## src/rtl/muldiv_pkg.sv

```systemverilog
// muldiv_pkg
//   Shared types and constants for the HI/LO sequencer.
//   - muldiv_op_t : request opcode (OP_MULT .. OP_MFLO)
//   - state_t     : sequencer FSM state
//   - DATA_W/OP_W : datapath and opcode widths
//   - is_signed_op: true for the signed arithmetic ops (MULT, DIV)
package muldiv_pkg;

  localparam int DATA_W = 32;
  localparam int OP_W   = 3;

  typedef enum logic [OP_W-1:0] {
    OP_MULT  = 3'd0,
    OP_MULTU = 3'd1,
    OP_DIV   = 3'd2,
    OP_DIVU  = 3'd3,
    OP_MTHI  = 3'd4,
    OP_MTLO  = 3'd5,
    OP_MFHI  = 3'd6,
    OP_MFLO  = 3'd7
  } muldiv_op_t;

  typedef enum logic [1:0] {
    ST_IDLE     = 2'd0,
    ST_MUL_WAIT = 2'd1,
    ST_DIV_WAIT = 2'd2,
    ST_COMMIT   = 2'd3
  } state_t;

  function automatic logic is_signed_op(input muldiv_op_t op);
    return (op == OP_MULT) || (op == OP_DIV);
  endfunction

endpackage

```

## src/rtl/muldiv_hilo_ctrl_hilo_regfile.sv

```systemverilog
// hilo_regfile
//   The architectural HI and LO registers with independent write enables
//   and a read mux for MFHI/MFLO.
//   Ports:
//     clk, rst_n          clock, synchronous active-low reset (clears both)
//     hi_we, hi_wd        HI write enable / data
//     lo_we, lo_wd        LO write enable / data
//     rd_sel_hi           1 selects HI onto rd_data, 0 selects LO
//     hi, lo              current register contents
//     rd_data             combinational read port
module hilo_regfile
  import muldiv_pkg::*;
(
  input  logic              clk,
  input  logic              rst_n,
  input  logic              hi_we,
  input  logic [DATA_W-1:0] hi_wd,
  input  logic              lo_we,
  input  logic [DATA_W-1:0] lo_wd,
  input  logic              rd_sel_hi,
  output logic [DATA_W-1:0] hi,
  output logic [DATA_W-1:0] lo,
  output logic [DATA_W-1:0] rd_data
);

  // Index 0 = LO, index 1 = HI.
  logic [DATA_W-1:0] we_data [2];
  logic [1:0]        we;
  logic [DATA_W-1:0] hilo_reg [2];

  assign we         = {hi_we, lo_we};
  assign we_data[0] = lo_wd;
  assign we_data[1] = hi_wd;

  genvar gi;
  generate
    for (gi = 0; gi < 2; gi++) begin : g_reg
      always_ff @(posedge clk) begin
        if (!rst_n) begin
          hilo_reg[gi] <= '0;
        end else if (we[gi]) begin
          hilo_reg[gi] <= we_data[gi];
        end
      end
    end
  endgenerate

  assign lo      = hilo_reg[0];
  assign hi      = hilo_reg[1];
  assign rd_data = rd_sel_hi ? hilo_reg[1] : hilo_reg[0];

endmodule

```

## src/rtl/muldiv_hilo_ctrl.sv

```systemverilog
// muldiv_hilo_ctrl
//   Execute-stage sequencer for the external multiplier and divider, and
//   owner of the HI/LO registers. Launches a unit with a one-cycle start
//   pulse, holds its operands stable, waits for done, commits the result
//   to HI/LO and stalls the pipeline while the unit is busy.
//   Optional build macro: MULDIV_WATCHDOG_EN -- aborts a wait whose
//   busy_cycles count saturates and raises the sticky wd_err output.
//   Ports:
//     clk, rst_n                 clock, synchronous active-low reset
//     req_valid, req_op          HI/LO-class request and its opcode
//     src_a, src_b               rs / rt operands
//     unit_a, unit_b, unit_sign  registered operands/signedness to units
//     mul_start, mul_done        multiplier handshake
//     mul_hi, mul_lo             multiplier result
//     div_start, div_done        divider handshake
//     div_hi, div_lo             divider remainder / quotient
//     stall                      pipeline freeze upstream of execute
//     rd_data                    MFHI/MFLO read data
//     wd_err                     (watchdog builds only) sticky timeout flag
//     busy_cycles                saturating cycle count of current wait
module muldiv_hilo_ctrl
  import muldiv_pkg::*;
#(
  parameter int TIMEOUT_W = 8
) (
  input  logic                 clk,
  input  logic                 rst_n,
  input  logic                 req_valid,
  input  logic [OP_W-1:0]      req_op,
  input  logic [DATA_W-1:0]    src_a,
  input  logic [DATA_W-1:0]    src_b,
  output logic [DATA_W-1:0]    unit_a,
  output logic [DATA_W-1:0]    unit_b,
  output logic                 unit_sign,
  output logic                 mul_start,
  input  logic                 mul_done,
  input  logic [DATA_W-1:0]    mul_hi,
  input  logic [DATA_W-1:0]    mul_lo,
  output logic                 div_start,
  input  logic                 div_done,
  input  logic [DATA_W-1:0]    div_hi,
  input  logic [DATA_W-1:0]    div_lo,
  output logic                 stall,
  output logic [DATA_W-1:0]    rd_data,
`ifdef MULDIV_WATCHDOG_EN
  output logic                 wd_err,
`endif
  output logic [TIMEOUT_W-1:0] busy_cycles
);

  muldiv_op_t op;
  assign op = muldiv_op_t'(req_op);

  state_t               state_reg;
  logic [DATA_W-1:0]    unit_a_reg;
  logic [DATA_W-1:0]    unit_b_reg;
  logic                 unit_sign_reg;
  logic                 mul_start_reg;
  logic                 div_start_reg;
  logic [TIMEOUT_W-1:0] busy_reg;
  logic [TIMEOUT_W-1:0] busy_next;

  logic                 launch_mul;
  logic                 launch_div;
  logic                 waiting;
  logic                 unit_done;
  logic                 hi_we;
  logic                 lo_we;
  logic [DATA_W-1:0]    hi_wd;
  logic [DATA_W-1:0]    lo_wd;
  logic                 wd_hit;

  assign waiting   = (state_reg == ST_MUL_WAIT) || (state_reg == ST_DIV_WAIT);
  // Only the unit actually launched may end the wait; the other unit's
  // done pulse is noise.
  assign unit_done = ((state_reg == ST_MUL_WAIT) && mul_done) ||
                     ((state_reg == ST_DIV_WAIT) && div_done);
  assign busy_next = (busy_reg == {TIMEOUT_W{1'b1}}) ? busy_reg : busy_reg + 1'b1;

`ifdef MULDIV_WATCHDOG_EN
  logic wd_err_reg;
  assign wd_hit = waiting && !unit_done && (busy_reg == {TIMEOUT_W{1'b1}});
  assign wd_err = wd_err_reg;
`else
  assign wd_hit = 1'b0;
`endif

  // Request decode and HI/LO write steering.
  always_comb begin
    launch_mul = 1'b0;
    launch_div = 1'b0;
    hi_we      = 1'b0;
    lo_we      = 1'b0;
    hi_wd      = '0;
    lo_wd      = '0;
    if (state_reg == ST_IDLE && req_valid) begin
      case (op)
        OP_MULT, OP_MULTU: launch_mul = 1'b1;
        // Divide by zero is architecturally undefined: treat as a no-op.
        OP_DIV, OP_DIVU:   launch_div = (src_b != '0);
        OP_MTHI: begin
          hi_we = 1'b1;
          hi_wd = src_a;
        end
        OP_MTLO: begin
          lo_we = 1'b1;
          lo_wd = src_a;
        end
        default: ;
      endcase
    end
    if (unit_done) begin
      hi_we = 1'b1;
      lo_we = 1'b1;
      if (state_reg == ST_MUL_WAIT) begin
        hi_wd = mul_hi;
        lo_wd = mul_lo;
      end else begin
        hi_wd = div_hi;
        lo_wd = div_lo;
      end
    end
  end

  // Stall covers the launching request cycle plus the whole wait; the
  // COMMIT cycle is stall-free so the held instruction can retire.
  assign stall = launch_mul || launch_div || waiting;

  always_ff @(posedge clk) begin
    if (!rst_n) begin
      state_reg     <= ST_IDLE;
      unit_a_reg    <= '0;
      unit_b_reg    <= '0;
      unit_sign_reg <= 1'b0;
      mul_start_reg <= 1'b0;
      div_start_reg <= 1'b0;
      busy_reg      <= '0;
`ifdef MULDIV_WATCHDOG_EN
      wd_err_reg    <= 1'b0;
`endif
    end else begin
      mul_start_reg <= 1'b0;
      div_start_reg <= 1'b0;
      case (state_reg)
        ST_IDLE: begin
          busy_reg <= '0;
          if (launch_mul || launch_div) begin
            unit_a_reg    <= src_a;
            unit_b_reg    <= src_b;
            unit_sign_reg <= is_signed_op(op);
            mul_start_reg <= launch_mul;
            div_start_reg <= launch_div;
            state_reg     <= launch_mul ? ST_MUL_WAIT : ST_DIV_WAIT;
          end
        end
        ST_MUL_WAIT, ST_DIV_WAIT: begin
          busy_reg <= busy_next;
          if (unit_done) begin
            state_reg <= ST_COMMIT;
          end else if (wd_hit) begin
            state_reg  <= ST_COMMIT;
`ifdef MULDIV_WATCHDOG_EN
            wd_err_reg <= 1'b1;
`endif
          end
        end
        ST_COMMIT: begin
          // req_valid here is the retiring instruction itself; ignore it.
          busy_reg  <= '0;
          state_reg <= ST_IDLE;
        end
        default: state_reg <= ST_IDLE;
      endcase
    end
  end

  assign unit_a      = unit_a_reg;
  assign unit_b      = unit_b_reg;
  assign unit_sign   = unit_sign_reg;
  assign mul_start   = mul_start_reg;
  assign div_start   = div_start_reg;
  assign busy_cycles = busy_reg;

  logic [DATA_W-1:0] hi_q;
  logic [DATA_W-1:0] lo_q;

  hilo_regfile u_hilo (
    .clk       (clk),
    .rst_n     (rst_n),
    .hi_we     (hi_we),
    .hi_wd     (hi_wd),
    .lo_we     (lo_we),
    .lo_wd     (lo_wd),
    .rd_sel_hi (op == OP_MFHI),
    .hi        (hi_q),
    .lo        (lo_q),
    .rd_data   (rd_data)
  );

endmodule
```

## config.mk

```make
export PLATFORM = sky130hd
export DESIGN_NAME = muldiv_hilo_ctrl
export DESIGN_NICKNAME = d
export VERILOG_FILES = /design/src/rtl/muldiv_pkg.sv /design/src/rtl/muldiv_hilo_ctrl_hilo_regfile.sv /design/src/rtl/muldiv_hilo_ctrl.sv
export SDC_FILE = /design/constraint.sdc
export NUM_CORES = 1
export LEC_CHECK = 0
export CAP_MARGIN = 20
export CORE_AREA = 2 2 127 129
export DETAILED_ROUTE_END_ITERATION = 8
export DIE_AREA = 0 0 129 131
export GPL_TIMING_DRIVEN = 0
export PLACE_DENSITY = 0.88
export SLEW_MARGIN = 20
export SYNTH_ARGS = -nofsm -noshare
export SYNTH_HDL_FRONTEND = slang
export SYNTH_HIERARCHICAL = 1
export SYNTH_SLANG_ARGS = --single-unit
```

## constraint.sdc

```tcl
create_clock -name clk -period 9.55 [get_ports clk]
set_clock_uncertainty 0.2 [all_clocks]
set_input_delay 1.91 -clock clk [delete_from_list [all_inputs] [get_ports clk]]
set_output_delay 1.91 -clock clk [all_outputs]
set_load 0.01 [all_outputs]
```

==> results of run 1 <==
critical path, stage by stage:
cell             delay [ns]
clkdlybuf4s50_1        0.45
nor4_1                 0.49
nand4_1                0.32
o31ai_2                0.34
buf_4                  0.24
nand2b_1               0.07
clkdlybuf4s50_1        0.49
layout make-up:
class / instances / area (um2)
sequential: 141 / 3460
multi-input combinational: 397 / 3220
clock inverter: 7 / 72.6
clock buffer: 25 / 529
fill: 1115 / 4580
timing repair buffer: 308 / 3120
buffer: 62 / 328
tap: 216 / 270
inverter: 4 / 15.0
final timing paths:
path / end / cells past startpoint / slack (ns) / start
worst max-delay path: stall / 7 / 3.14 / src_b[31]
worst min-delay path: state_reg[1] / 2 / 0.28 / state_reg[1]
worst max register to register: u_hilo/hilo_reg[1][9] / 8 / 5.89 / state_reg[1]
worst min register to register: state_reg[1] / 2 / 0.28 / state_reg[1]
kinds of logic after synthesis:
| group | share of synthesized area [%] |
|---|---|
| AO/OA/AOI/OAI | 16.8 |
| flip-flops | 49.3 |
| buffers and inverters | 4.88 |
| AND/OR/NAND/NOR | 11.1 |
| multiplexers | 16.7 |
| adder cells (fa/ha/maj) | 0.891 |
| XOR/XNOR | 0.250 |
per-layer routing:
layer	track usage (%)	routed length [um]	part of all wire (%)
met1	34.0	9300	37
met2	51.9	12600	50
met3	8.43	2640	10
met4	11.4	866	3.4
met5	0	0	0
placed cells by master, fill, tap and decap left out, types with 4 or more instances in the layout:
| master | synthesis | layout |
|---|---|---|
| a32o_1 | 64 | 64 |
| and3_1 | 64 | 64 |
| buf_1 | 11 | 11 |
| buf_2 | 15 | 15 |
| buf_4 | 5 | 5 |
| clkbuf_1 | 26 | 28 |
| clkbuf_16 | 0 | 19 |
| clkdlybuf4s50_1 | 0 | 306 |
| dfxtp_1 | 77 | 77 |
| edfxtp_1 | 64 | 64 |
| ha_1 | 5 | 5 |
| inv_1 | 4 | 4 |
| mux2_4 | 30 | 30 |
| mux2i_1 | 69 | 69 |
| nand2_1 | 43 | 43 |
| nor2_1 | 9 | 9 |
| nor3_1 | 4 | 4 |
| nor4_1 | 8 | 8 |
| o22ai_1 | 56 | 56 |
| o2bb2ai_1 | 8 | 8 |
through the flow:
| step | power, mW | area [um2] | setup slack, ns | instances |
|---|---|---|---|---|
| finish | 2.09 | 11000 | 3.14 | 1160 |
| global route | 2.17 | 11000 | 2.99 | 1160 |
| CTS | 2.09 | 11000 | 3.07 | 1160 |
| detailed placement | 1.43 | 10400 | 3.05 | 1128 |
| global placement | 1.40 | 10400 | 3.06 | 1126 |
| floorplan | 1.10 | 7020 | 4.52 | 604 |
power by group through the flow:
stage	registers (mW)	logic (mW)	clock network (mW)
finish	0.752	0.678	0.663
global route	0.760	0.719	0.693
CTS	0.752	0.671	0.666
detailed placement	0.764	0.664	0
global placement	0.762	0.641	0
floorplan	0.773	0.323	0
==> impl_metrics.env, run 1 <==
export IMPL_cts_setup_buffers=0
export IMPL_worst_pin_slew_ns=0.998
export IMPL_core_area_mm2=0.0156
export IMPL_ir_drop_v=0.000127
export IMPL_path_max_fanout=10
export IMPL_die_width_um=129
export IMPL_gp_congestion=0.870
export IMPL_syn_area_mm2=0.00702
export IMPL_num_antenna_cells=0
export IMPL_drt_pass1_iter_count=8
export IMPL_synth_area_per_cell_um2=11.6
export IMPL_cts_buffers=17
export IMPL_criticalPathCategory="in -> out"
export IMPL_rows=46
export IMPL_cp_required_ns=7.44
export IMPL_synth_common_cells="77 x dfxtp_1, 69 x mux2i_1, 64 x a32o_1, 64 x and3_1, 64 x edfxtp_1"
export IMPL_crit_arrival_ns=4.30
export IMPL_timing_fmax_ghz=0.156
export IMPL_grt_pass1_wl_um=37300
export IMPL_root_buffer="clkbuf_16"
export IMPL_wl_per_cell_um=21.9
export IMPL_power_density_mw_per_mm2=190
export IMPL_largest_reg_flops=64
export IMPL_synth_async_reset_ratio_pct=0
export IMPL_setup_viol=0
export IMPL_hold_violations=0
export IMPL_clk_pin_slew_ns=0.05
export IMPL_ys_warn_count=6
export IMPL_seq_power_share_pct=35.9
export IMPL_finalSetupTns_ns=0
export IMPL_fin_hold_ws_ns=0.281
export IMPL_status="finished clean"
export IMPL_maxSlewViolCount=0
export IMPL_synth_top_area_share_pct=27.4
export IMPL_die_area_mm2=0.0169
export IMPL_p_switching_uw=631
export IMPL_synth_most_common_cell="dfxtp_1"
export IMPL_clock_sinks=141
export IMPL_cts_hold_buf=0
export IMPL_synth_seq_area_share_pct=49.3
export IMPL_pwr_share_comb_pct=32.4
export IMPL_synth_ff_type="dfxtp_1"
export IMPL_start_util_pct=45.0
export IMPL_min_path_type="reg -> reg"
export IMPL_grt_usage_pct=29.4
export IMPL_maxCapViolCount=0
export IMPL_clkLatencyLatePin_ns=0.42
export IMPL_intPower_mw=1.46
export IMPL_num_vias=6821
export IMPL_ioPinCount=308
export IMPL_end_kind="primary output"
export IMPL_cts_resized=0
export IMPL_yosysUniqueCellTypes=45
export IMPL_antenna_found_initial=0
export IMPL_drt_iter0_markers=768
export IMPL_viasPerCell=5.88
export IMPL_grt_pass1_vias=6774
export IMPL_p_clk_share_pct=31.7
export IMPL_syn2layout_area_growth_pct=56.9
export IMPL_htree_levels=4
export IMPL_period_needed_ns=6.41
export IMPL_drive_gt1_share_pct=9.85
export IMPL_port_buffers=306
export IMPL_rsz0062_at_grt="no"
export IMPL_gr_total_overflow=0
export IMPL_grt_max_degree=25
export IMPL_start_kind="input port"
export IMPL_wirelength_um=25400
export IMPL_syn_nets=809
export IMPL_ant_nets=0
export IMPL_clock_path_buffers=2
export IMPL_drc_errors=0
export IMPL_die_h_um=131
export IMPL_relSlewSlack_pct=33.4
export IMPL_leakage_nw=4.19
export IMPL_synth_edf_count=64
export IMPL_finish_net_count=1136
export IMPL_swShare_pct=30.2
export IMPL_cts_tree="yes"
export IMPL_fin_crit_sh_pct=67.1
export IMPL_post_route_util_pct=70.6
export IMPL_syn_inst=604
export IMPL_yosys_area_top_type="edfxtp_1"
export IMPL_ys_seq_elements=141
export IMPL_synthTopCellsByArea="edfxtp_1 27%, dfxtp_1 22%, mux2i_1 9.8%, a32o_1 9.1%, mux2_4 6.4%"
export IMPL_hpwl_um=19500
Power figures use the tool's default switching activity.
==> run 2: changes to the inputs <==
CORE_AREA = 2 2 138 140   (was 2 2 127 129)
DIE_AREA = 0 0 140 142   (was 0 0 129 131)
PLACE_DENSITY = 0.8   (was 0.88)
clock period = 5.65 ns   (was 9.55 ns; I/O delays follow)
==> run 2 against run 1 <==
  * The flow now finishes with violations (DRC)
  * Non-clock buffer count grew 1
  * First-iteration DRC count shrank 29%
  * Sequential share of layout area shrank 0.10 points
  * Via count shrank 2.8%
  * Sequential power grew 69%
  * Worst hold slack lost 0.0063 ns
  * Wire length shrank 0.28%
  * Final area grew 0.33%
  * Cell count grew 1.6%
  * Register-to-register slack lost 4.1 ns
  * Global-route usage shrank 4.6 points
==> impl_metrics.env, run 2 (same netlist as run 1, synthesis figures left out) <==
export IMPL_status="complete, but fails checks"
export IMPL_failed_checks="DRC"
export IMPL_clkLatencyLatePin_ns=0.41
export IMPL_fin_hold_ws_ns=0.275
export IMPL_cts_tree="yes"
export IMPL_port_buffers=306
export IMPL_gp_congestion=0.812
export IMPL_syn2layout_area_growth_pct=57.4
export IMPL_drc_errors=17
export IMPL_p_clk_share_pct=31.9
export IMPL_antenna_found_initial=0
export IMPL_swShare_pct=30.0
export IMPL_criticalPathCategory="in -> out"
export IMPL_cp_num_buf_inv=3
export IMPL_ant_nets=0
export IMPL_finalSetupTns_ns=0
export IMPL_clock_sinks=141
export IMPL_ir_drop_v=0.000216
export IMPL_cts_buffers=17
export IMPL_seq_power_share_pct=35.8
export IMPL_finish_net_count=1137
export IMPL_num_antenna_cells=0
export IMPL_min_path_type="reg -> reg"
export IMPL_viasPerCell=5.62
export IMPL_gr_total_overflow=0
export IMPL_drt_iter0_markers=542
export IMPL_crit_reg2reg_capture="u_hilo/hilo_reg[0][23]"
export IMPL_timing_fmax_ghz=0.203
export IMPL_end_kind="primary output"
export IMPL_ioPinCount=308
export IMPL_final_common_cell="clkdlybuf4s50_1"
export IMPL_die_h_um=142
export IMPL_clock_path_buffers=2
export IMPL_fin_ws_ns=0.733
export IMPL_intPower_mw=2.48
export IMPL_maxSlewViolCount=0
export IMPL_max_stage_delay_ns=0.54
export IMPL_relSlewSlack_pct=34.0
export IMPL_cp_slowest_cell="nor4_1"
export IMPL_grt_pass1_wl_um=37500
export IMPL_crit_family="buffers and inverters"
export IMPL_hold_violations=0
export IMPL_r2r_start="state_reg[1]"
export IMPL_num_vias=6630
export IMPL_wirelength_um=25300
export IMPL_core_area_mm2=0.0185
export IMPL_cts_resized=0
export IMPL_grt_usage_pct=24.9
export IMPL_htree_levels=4
export IMPL_hold_path_startpoint="unit_sign"
export IMPL_crit_chain="clkdlybuf4s50_1 -> nor4_1 -> nand4_1 -> o31ai_2 -> buf_4 -> nand2b_1 -> clkdlybuf4s50_1"
export IMPL_drt_pass1_iter_count=8
export IMPL_maxCapViolCount=0
export IMPL_cp_common_cell="clkdlybuf4s50_1"
export IMPL_hold_end="unit_sign"
export IMPL_start_kind="input port"
export IMPL_pre_cts_ws_ns=0.699
export IMPL_fillCellCount=1526
export IMPL_dpl_cell_area_mm2=0.0104
export IMPL_ff2ff_setup_slack_ns=1.83
export IMPL_cts_hold_buf=0
export IMPL_wl_per_cell_um=21.5
export IMPL_period_needed_ns=4.92
export IMPL_p_switching_mw=1.06
export IMPL_die_width_um=140
export IMPL_largest_reg_flops=64
export IMPL_leakage_nw=4.19
export IMPL_fin_crit_sh_pct=87.0
export IMPL_drive_gt1_share_pct=9.95
export IMPL_crit_arrival_ns=3.59
export IMPL_final_cell_mix="306 x clkdlybuf4s50_1, 77 x dfxtp_1, 69 x mux2i_1"
export IMPL_grt_pass1_vias=6701
export IMPL_worst_pin_slew_ns=0.990
export IMPL_cts_setup_buffers=0
export IMPL_design_area_mm2=0.0111
export IMPL_whs_path_depth=2
export IMPL_cp_required_ns=4.32
export IMPL_grt_max_degree=23
export IMPL_clk_pin_slew_ns=0.06
export IMPL_root_buffer="clkbuf_16"
export IMPL_r2r_cells=8
export IMPL_die_area_mm2=0.0199
export IMPL_setup_viol=0
export IMPL_pwr_share_comb_pct=32.3
export IMPL_rsz0062_at_grt="no"
export IMPL_start_util_pct=38.0
export IMPL_rows=50
export IMPL_hpwl_um=19900
export IMPL_post_route_util_pct=59.9
export IMPL_power_density_mw_per_mm2=321
export IMPL_path_max_fanout=10
## run 2: power by group through the flow
stage	combinational, mW	clock, mW	sequential (mW)
finish	1.14	1.13	1.27
global route	1.21	1.19	1.28
CTS	1.14	1.14	1.27
detailed placement	1.13	0	1.29
global placement	1.10	0	1.29
floorplan	0.547	0	1.31
## run 2: through the flow
stage	total power, mW	std cells
2_1_floorplan	1.85	604
3_3_place_gp	2.39	1144
3_5_place_dp	2.42	1146
4_1_cts	3.55	1178
5_1_grt	3.68	1179
6_report	3.54	1179
## run 2: area by class of cell
class,count,area (um2),share of cell area (%)
Inverter,4,15.0,0.136
Multi-Input combinational cell,397,3220,29.1
Buffer,62,328,2.97
Clock buffer,24,536,4.85
Clock inverter,8,75.1,0.679
Sequential cell,141,3460,31.3
Tap cell,234,293,2.65
Timing Repair Buffer,309,3120,28.3
## run 2: how the worst max path moves through the flow
stage	startpoint	endpoint	slack, ns	cells past startpoint
finish	src_b[31]	stall	0.73	7
global route	src_b[31]	stall	0.58	7
CTS	src_b[31]	stall	0.68	7
detailed placement	src_b[31]	stall	0.70	7
global placement	div_done	u_hilo/hilo_reg[1][20]	0.37	6
floorplan	req_valid	u_hilo/hilo_reg[1][0]	2.00	6
## run 2: worst reg2reg max path, cell delays in order, from the launching register on
cell	delay, ns
dfxtp_1	0.35
inv_1	0.08
ha_1	0.21
a22oi_1	0.60
clkbuf_1	0.56
clkbuf_1	0.45
nand2_1	0.30
nand2b_2	0.52
buf_16	0.29
## run 2: per-layer routing
metal  wire (um)  GRT usage, %  share of wire, %
met3        2380          6.80               9.4
met1        9910          29.8                39
met5           0             0                 0
met2       12400          43.0                49
met4         636          9.46               2.5
